[src/rtl/seq_alu_if.sv]
// Request/response bundle for seq_alu: operands and opcode in, signed result out,
// with valid/ready handshakes on both sides.
interface seq_alu_if #(parameter int WIDTH = 8);
  logic                 in_valid;
  logic                 in_ready;
  logic [1:0]           sel;
  logic [WIDTH-1:0]     num1;
  logic [WIDTH-1:0]     num2;
  logic                 out_valid;
  logic                 out_ready;
  logic [2*WIDTH-1:0]   result;
  logic [WIDTH-1:0]     rem;
  logic                 err;

  modport master (
    output in_valid, sel, num1, num2, out_ready,
    input  in_ready, out_valid, result, rem, err
  );

  modport slave (
    input  in_valid, sel, num1, num2, out_ready,
    output in_ready, out_valid, result, rem, err
  );
endinterface

[src/rtl/seq_alu.sv]
// Sequential signed ALU: single-cycle add/sub, bit-serial multiply and restoring divide.
// Define SEQ_ALU_DIV_EN to build the divider; otherwise sel=3 returns err=1.
module seq_alu #(
  parameter int WIDTH = 8
) (
  input logic      clk,
  input logic      reset,
  seq_alu_if.slave bus
);

  localparam logic [1:0] IDLE = 2'd0;
  localparam logic [1:0] CALC = 2'd1;
  localparam logic [1:0] DONE = 2'd2;

  localparam logic [1:0] OP_ADD = 2'd0;
  localparam logic [1:0] OP_SUB = 2'd1;
  localparam logic [1:0] OP_MUL = 2'd2;

  logic [1:0]         state;
  logic [1:0]         op;
  logic               neg;
  logic [5:0]         cnt;
  logic [WIDTH-1:0]   mag_b;
  logic [2*WIDTH-1:0] acc;
  logic [2*WIDTH-1:0] mcand;
  logic [2*WIDTH-1:0] result_q;
  logic [WIDTH-1:0]   rem_q;
  logic               err_q;

  logic [WIDTH-1:0]   abs_a;
  logic [WIDTH-1:0]   abs_b;
  logic [2*WIDTH-1:0] ext_a;
  logic [2*WIDTH-1:0] ext_b;
  logic [2*WIDTH-1:0] acc_next;
  logic               last;

  // Magnitudes are unsigned, so the most-negative operand maps cleanly to 2^(WIDTH-1).
  always_comb begin
    abs_a    = bus.num1[WIDTH-1] ? -bus.num1 : bus.num1;
    abs_b    = bus.num2[WIDTH-1] ? -bus.num2 : bus.num2;
    ext_a    = {{WIDTH{bus.num1[WIDTH-1]}}, bus.num1};
    ext_b    = {{WIDTH{bus.num2[WIDTH-1]}}, bus.num2};
    acc_next = mag_b[0] ? acc + mcand : acc;
    last     = (cnt == 6'(WIDTH - 1));
  end

`ifdef SEQ_ALU_DIV_EN
  logic               rsign;
  logic [WIDTH-1:0]   quo;
  logic [WIDTH-1:0]   prem;
  logic [WIDTH:0]     shifted;
  logic               ge;
  logic [WIDTH-1:0]   diff;
  logic [WIDTH-1:0]   quo_next;
  logic [WIDTH-1:0]   prem_next;
  logic [2*WIDTH-1:0] quo_ext;

  // One restoring step: the partial remainder is always below the divisor magnitude.
  always_comb begin
    shifted   = {prem, quo[WIDTH-1]};
    ge        = (shifted >= {1'b0, mag_b});
    diff      = shifted[WIDTH-1:0] - mag_b;
    quo_next  = {quo[WIDTH-2:0], ge};
    prem_next = ge ? diff : shifted[WIDTH-1:0];
    quo_ext   = {{WIDTH{1'b0}}, quo_next};
  end
`endif

  always_ff @(posedge clk or posedge reset) begin
    if (reset) begin
      state    <= IDLE;
      op       <= OP_ADD;
      neg      <= 1'b0;
      cnt      <= '0;
      mag_b    <= '0;
      acc      <= '0;
      mcand    <= '0;
      result_q <= '0;
      rem_q    <= '0;
      err_q    <= 1'b0;
`ifdef SEQ_ALU_DIV_EN
      rsign    <= 1'b0;
      quo      <= '0;
      prem     <= '0;
`endif
    end else begin
      case (state)
        IDLE: begin
          if (bus.in_valid) begin
            op    <= bus.sel;
            neg   <= bus.num1[WIDTH-1] ^ bus.num2[WIDTH-1];
            cnt   <= '0;
            mag_b <= abs_b;
            acc   <= '0;
            mcand <= {{WIDTH{1'b0}}, abs_a};
`ifdef SEQ_ALU_DIV_EN
            rsign <= bus.num1[WIDTH-1];
            quo   <= abs_a;
            prem  <= '0;
`endif
            case (bus.sel)
              OP_ADD: begin
                result_q <= ext_a + ext_b;
                rem_q    <= '0;
                err_q    <= 1'b0;
                state    <= DONE;
              end
              OP_SUB: begin
                result_q <= ext_a - ext_b;
                rem_q    <= '0;
                err_q    <= 1'b0;
                state    <= DONE;
              end
              OP_MUL: state <= CALC;
              default: begin
`ifdef SEQ_ALU_DIV_EN
                if (bus.num2 == '0) begin
                  result_q <= '1;
                  rem_q    <= bus.num1;
                  err_q    <= 1'b1;
                  state    <= DONE;
                end else begin
                  state <= CALC;
                end
`else
                result_q <= '0;
                rem_q    <= '0;
                err_q    <= 1'b1;
                state    <= DONE;
`endif
              end
            endcase
          end
        end
        CALC: begin
          cnt <= cnt + 6'd1;
          if (op == OP_MUL) begin
            acc   <= acc_next;
            mcand <= mcand << 1;
            mag_b <= mag_b >> 1;
            if (last) begin
              result_q <= neg ? -acc_next : acc_next;
              rem_q    <= '0;
              err_q    <= 1'b0;
              state    <= DONE;
            end
          end
`ifdef SEQ_ALU_DIV_EN
          else begin
            quo  <= quo_next;
            prem <= prem_next;
            if (last) begin
              result_q <= neg ? -quo_ext : quo_ext;
              rem_q    <= rsign ? -prem_next : prem_next;
              err_q    <= 1'b0;
              state    <= DONE;
            end
          end
`endif
        end
        DONE: begin
          if (bus.out_ready) state <= IDLE;
        end
        default: state <= IDLE;
      endcase
    end
  end

  assign bus.in_ready  = (state == IDLE);
  assign bus.out_valid = (state == DONE);
  assign bus.result    = result_q;
  assign bus.rem       = rem_q;
  assign bus.err       = err_q;

endmodule

[src/flat_wrapper.sv]
// flat-port wrapper written by rule: the top's interface ports become plain ports
module seq_alu_flat 
#(
  parameter int WIDTH = 8
)
  (clk, reset, bus_in_valid, bus_sel, bus_num1, bus_num2, bus_out_ready, bus_in_ready, bus_out_valid, bus_result, bus_rem, bus_err);
  seq_alu_if #(.WIDTH(WIDTH)) bus_i ();
  input logic clk;
  input logic reset;
  input wire logic [$bits(bus_i.in_valid)-1:0] bus_in_valid;
  input wire logic [$bits(bus_i.sel)-1:0] bus_sel;
  input wire logic [$bits(bus_i.num1)-1:0] bus_num1;
  input wire logic [$bits(bus_i.num2)-1:0] bus_num2;
  input wire logic [$bits(bus_i.out_ready)-1:0] bus_out_ready;
  output wire logic [$bits(bus_i.in_ready)-1:0] bus_in_ready;
  output wire logic [$bits(bus_i.out_valid)-1:0] bus_out_valid;
  output wire logic [$bits(bus_i.result)-1:0] bus_result;
  output wire logic [$bits(bus_i.rem)-1:0] bus_rem;
  output wire logic [$bits(bus_i.err)-1:0] bus_err;
  assign bus_i.in_valid = bus_in_valid;
  assign bus_i.sel = bus_sel;
  assign bus_i.num1 = bus_num1;
  assign bus_i.num2 = bus_num2;
  assign bus_i.out_ready = bus_out_ready;
  assign bus_in_ready = bus_i.in_ready;
  assign bus_out_valid = bus_i.out_valid;
  assign bus_result = bus_i.result;
  assign bus_rem = bus_i.rem;
  assign bus_err = bus_i.err;
  seq_alu #(.WIDTH(WIDTH)) u_core (.clk(clk), .reset(reset), .bus(bus_i));
endmodule
[config.mk]
export PLATFORM = sky130hd
export DESIGN_NAME = seq_alu_flat
export DESIGN_NICKNAME = d
export VERILOG_FILES = /design/src/rtl/seq_alu_if.sv /design/src/rtl/seq_alu.sv /design/src/flat_wrapper.sv
export SDC_FILE = /design/constraint.sdc
export NUM_CORES = 1
export LEC_CHECK = 0
export CAP_MARGIN = 20
export CORE_MARGIN = 5
export CORE_UTILIZATION = 45
export DETAILED_ROUTE_END_ITERATION = 16
export PLACE_DENSITY = 0.76
export SKIP_CTS_REPAIR_TIMING = 1
export SLEW_MARGIN = 20
export SYNTH_ARGS = -nofsm -noshare
export SYNTH_HDL_FRONTEND = slang
export SYNTH_SLANG_ARGS = --single-unit
[constraint.sdc]
create_clock -name clk -period 9.33 [get_ports clk]
set_input_delay 1.866 -clock clk [delete_from_list [all_inputs] [get_ports clk]]
set_output_delay 1.866 -clock clk [all_outputs]
set_load 0.005 [all_outputs]
* Word-level counts from Yosys, hierarchy flattened
Cells that the tools add are included.
** Word-level totals
- Register bits :: 76
- Bits in latches :: 0
- RAM bits :: 0
- Bits in read-only memories :: 0
- Input port bits :: 22
- Output and inout port bits :: 27
- Word-level logic and storage cells :: 74
- Memories :: 0
** Operators by class
- $add $sub $neg :: 7
- Multipliers :: 0
- Divide/modulo/power cells :: 0
- $lt $le $gt $ge :: 0
- Equality and inequality tests :: 11
- Shift operators :: 0
- Mux-type cells :: 36
- Bitwise gates (word level) :: 1
- Reductions and logical operators :: 9
** Operators by type and width (number)
- two-way mux 16 bit :: 9
- one-hot mux 16 bit (2 select lines) :: 3
- two-way mux 8 bit :: 8
- one-hot mux 16 bit (3 select lines) :: 1
- one-hot mux 8 bit (2 select lines) :: 2
- adder 16 bit :: 1
- negation 16 bit :: 1
- negation 8 bit :: 2
- one-hot mux 6 bit (2 select lines) :: 1
- two-way mux 2 bit :: 5
- adder 8 x 8 -> 9 bit :: 1
- subtractor 8 x 8 -> 9 bit :: 1
- adder 6 x 1 -> 6 bit, second input constant :: 1
- == test 2 bit, second input constant :: 3
- == test 6 x 3 -> 1 bit, second input constant :: 1
- two-way mux 6 bit :: 1
- != test 2 bit, second input constant :: 3
- one-hot mux 2 bit (3 select lines) :: 1
- AND reduction 5 bit :: 1
- == test 2 x 1 -> 1 bit, second input constant :: 2
- zero test 2 bit :: 2
- != test 2 x 1 -> 1 bit, second input constant :: 2
- one-hot mux 1 bit (2 select lines) :: 2
- AND reduction 2 bit :: 2
- 6 further kinds :: 8

* Longest topological paths before layout
- Depth after elaboration :: 7
- Depth in mapped cells :: 16
- Gate-level depth less buffers :: 14

* Least setup slack after synthesis
OpenSTA, ideal clock, no wires.
- Path kind :: in2reg
- Start :: input bus_num2[0]
- End :: register u_core.result_q[15], in the netlist u_core.bus.result[15]
- Arrival time :: 4335 ps
- Required time :: 9199 ps
- Setup slack :: 4864 ps
- Stages on the path :: 13
- Cell sequence :: inv_1 > ha_1 > or3b_2 > o31ai_1 > xor2_1 > ha_1 > nor3_1 > nor2_1 > and3_1 > o21ai_0 > nand2_1 > a22o_1 > or3_1
** On the way
- Word-level cells in the longest chain between the ends :: 4
** Ends and longest elaborated chain
- start: declaration :: RTL line flat_wrapper.sv:13 : input wire logic [$bits(bus_i.num2)-1:0] bus_num2;
- subtractor 8 x 8 -> 9 bit / adder 8 x 8 -> 9 bit (equally long branches) :: RTL line seq_alu.sv:109, seq_alu.sv:103
- one-hot mux 16 bit (3 select lines) (*) :: RTL line seq_alu.sv:101 : case (bus.sel)
- two-way mux 16 bit (*) :: RTL line seq_alu.sv:89 : if (bus.in_valid) begin
- one-hot mux 16 bit (2 select lines) (*) :: RTL line seq_alu.sv:87 : case (state)
- end signal: assignment :: RTL line seq_alu.sv:103 : result_q <= ext_a + ext_b;
- end signal: assignment :: RTL line seq_alu.sv:109 : result_q <= ext_a - ext_b;
- end signal: assignment :: RTL line seq_alu.sv:142 : result_q <= neg ? -acc_next : acc_next;
- end: declaration :: RTL line seq_alu.sv:26 : logic [2*WIDTH-1:0] result_q;
Mark *: on every way between the ends. The rest lies on a longest branch, timed or not. The select of a mux whose other input is x is not followed.
A chain may end at the register's enable or synchronous reset.

* Final worst setup path
Same ends and word-level chain as after synthesis.

==> impl_metrics.json <==
{
  "dpl.hpwl_um": 8857,
  "clockRootBuffer": "clkbuf_8",
  "hold_path_end": "u_core.mag_b[3]$_DFFE_PP0P_",
  "holdWs_ps": 482.9,
  "worst_slew_pin_slew_ps": 928.5,
  "firstDrtPassIters": 5,
  "postLayoutCellArea_um2": 5539,
  "grtUsageTotal_pct": 19.16,
  "fin_cells": 728,
  "synthArstFlopShare_pct": 100.0,
  "cp_data_arrival_time_ps": 5360,
  "setup_viol": 0,
  "grt_pass1_vias": 4215,
  "fp-row-count": 38,
  "routabilityCongestion": 0.8791,
  "min_from": "u_core.mag_b[3]$_DFFE_PP0P_",
  "synth_area_um2": 4883,
  "crit_top_cell": "ha_1",
  "core_um2": 10750,
  "power.density_nw_per_um2": 111.3,
  "worstSetupPathType": "in2reg",
  "clkSinkCount": 68,
  "ys_types": 65,
  "routed-wl-met3_um": 583,
  "grt_max_degree": 69,
  "clk_path_buf_depth": 2,
  "hold_viol": 0,
  "synth-seq-cells": 68,
  "grt_overflow": 0,
  "yosysWarnings": 0,
  "startpoint_type": "input pin",
  "power.total_mw": 0.6165,
  "num_antenna_cells": 0,
  "final_util_pct": 51.55,
  "rsz0062_at_grt": "no",
  "hold_depth": 2,
  "antenna_left": 0,
  "yosysSeqAreaShare_pct": 34.84,
  "leakagePower_nw": 2.462,
  "layout-drive-gt1-share_pct": 6.463,
  "maxCapViolCount": 0,
  "h-tree-depth": 3,
  "num_vias": 4300,
  "slew_violations": 0,
  "grt_pass1_wl_um": 20350,
  "via_per_inst": 5.907,
  "synth-edff-count": 0,
  "io_buffers": 40,
  "status": "finished clean",
  "cts_tree": "built",
  "antenna_found_initial": 0,
  "die-area_um2": 13040,
  "period_share_pct": 55.13,
  "finClkSkew_ps": 9.445,
  "hp-class": "reg2reg",
  "setup_slack_ps": 4186,
  "synth_top_cell_by_area": "dfrtp_1",
  "die-height_um": 114.2,
  "r2r_cells": 9,
  "synth_area_leaders": "dfrtp_1, ha_1, xnor2_1",
  "final_cell_mix": "dfrtp_1, nand2_1, o21ai_0",
  "crit_fanout": 12,
  "cp_slowest_stage_delay_ps": 500,
  "fin_nets": 637,
  "relSlewSlack_pct": 38.10,
  "vdd_drop_max_uv": 65.45,
  "fmax_mhz": 194.4,
  "synthToLayoutAreaGrowth_pct": 13.43,
  "dp_slack_ps": 3866,
  "die_w_um": 114.2,
  "routedWlPerCell_um": 16.59,
  "yosys.area.top_type_share_pct": 34.84,
  "regToRegEndpoint": "u_core.bus.result[15]$_DFFE_PP0P_",
  "finalWirelength_um": 12080,
  "highest_layer": "met4",
  "start_util_pct": 45.45,
  "crit_chain": "clkdlybuf4s50_1 -> inv_1 -> ha_1 -> or3b_2 -> o31ai_1 -> xor2_1 -> ha_1 -> nor3_1 -> nor2_1 -> and3_1 -> o21ai_0 -> nand2_1 -> a22o_1 -> or3_1",
  "drc_errors": 0,
  "final_common_cell": "dfrtp_1",
  "dp.cells": 714,
  "rrSetupSlack_ps": 5080,
  "timing.setup.tns_ps": 0,
  "boundaryPins": 49,
  "required_ps": 9550,
  "cp-end-kind": "flop",
  "clock_latency_ps": 350,
  "rr_startpoint": "u_core.mag_b[0]$_DFFE_PP0P_",
  "cts.clk_slew.worst_paths_ps": 80,
  "synthCells": 561,
  "numCtsBuffers": 9,
  "crit_slowest_cell": "or3b_2",
  "ys.flop_type": "dfrtp_1",
  "drtIter0Drc": 281,
  "place_area_um2": 5349,
  "syn_area_per_cell_um2": 8.705,
  "min_period_ps": 5144,
  "wl_met2_um": 6168,
  "wl_met1_um": 4980
}
area by class of cell:
type / instances / area (um^2)
clock buffer: 12 / 155.1
sequential: 68 / 1702
timing repair buffer: 44 / 430.4
clock inverter: 2 / 35.03
multi-input combinational: 444 / 2974
fill: 1011 / 5206
tap: 140 / 175.2
inverter: 18 / 67.56
worst max path at each step:
stage / slack, ps / start / end / depth (start not counted)
floorplan: 4860 / bus_num2[0] / u_core.bus.result[15]$_DFFE_PP0P_ / 13
global placement: 3950 / bus_num2[0] / u_core.bus.result[15]$_DFFE_PP0P_ / 14
detailed placement: 3870 / bus_num2[0] / u_core.bus.result[15]$_DFFE_PP0P_ / 14
CTS: 4230 / bus_num2[0] / u_core.bus.result[15]$_DFFE_PP0P_ / 14
global route: 3890 / bus_num2[0] / u_core.bus.result[15]$_DFFE_PP0P_ / 14
finish: 4190 / bus_num2[0] / u_core.bus.result[15]$_DFFE_PP0P_ / 14
kinds of logic after synthesis:
group,share of synthesized area [%]
other,0.07679
and+or+nand+nor,17.70
adders and majority gates,7.994
DFF,34.84
muxes,2.383
xor gates and xnor gates,7.174
AOI/OAI and AO/OA,24.75
buffers and inverters,5.073
worst max-delay path, delay by kind of cell:
family	cells	cell delay, ps
AOI/OAI and AO/OA	3	740
xor gates and xnor gates	1	180
adders and majority gates	2	480
buffers and inverters	2	620
and+or+nand+nor	6	1490
where the power goes:
group          switching, mW  leakage, nW  internal, mW
logic                 0.0426         1.47        0.0326
registers           0.000220        0.897         0.295
clock network          0.111       0.0983         0.135
total                  0.154         2.46         0.462
state kept, by name, indices dropped and copies added, names as in the netlist:
register           cells
u_core.state           2
u_core.mag_b           8
u_core.mcand          16
u_core.neg             1
u_core.op              2
u_core.bus.result     16
u_core.acc            16
u_core.cnt             6
u_core.bus.err         1
routing by layer:
layer | vias up | track usage, %
met3 | 30 | 4.175
li1 | 2082 | -
met1 | 2056 | 23.38
met5 | - | 0
met4 | 0 | 7.205
met2 | 132 | 33.10
synthesized netlist by cell type (5+ instances only):
cell	number
nand2b_1	6
nor3_1	12
clkbuf_1	27
a21o_1	6
nor2_1	41
dfrtp_1	68
o21a_1	6
o21ai_0	47
nand3_1	14
xnor2_1	31
a211oi_1	5
nand2_1	58
o31ai_1	10
or3_1	6
nor2b_1	9
ha_1	28
o22ai_1	12
a21oi_1	35
a22oi_1	7
xor2_1	9
mux2_2	5
buf_4	8
inv_1	18
mux2i_1	6
a22o_1	19
No activity file was read; power rests on OpenSTA's default activity.
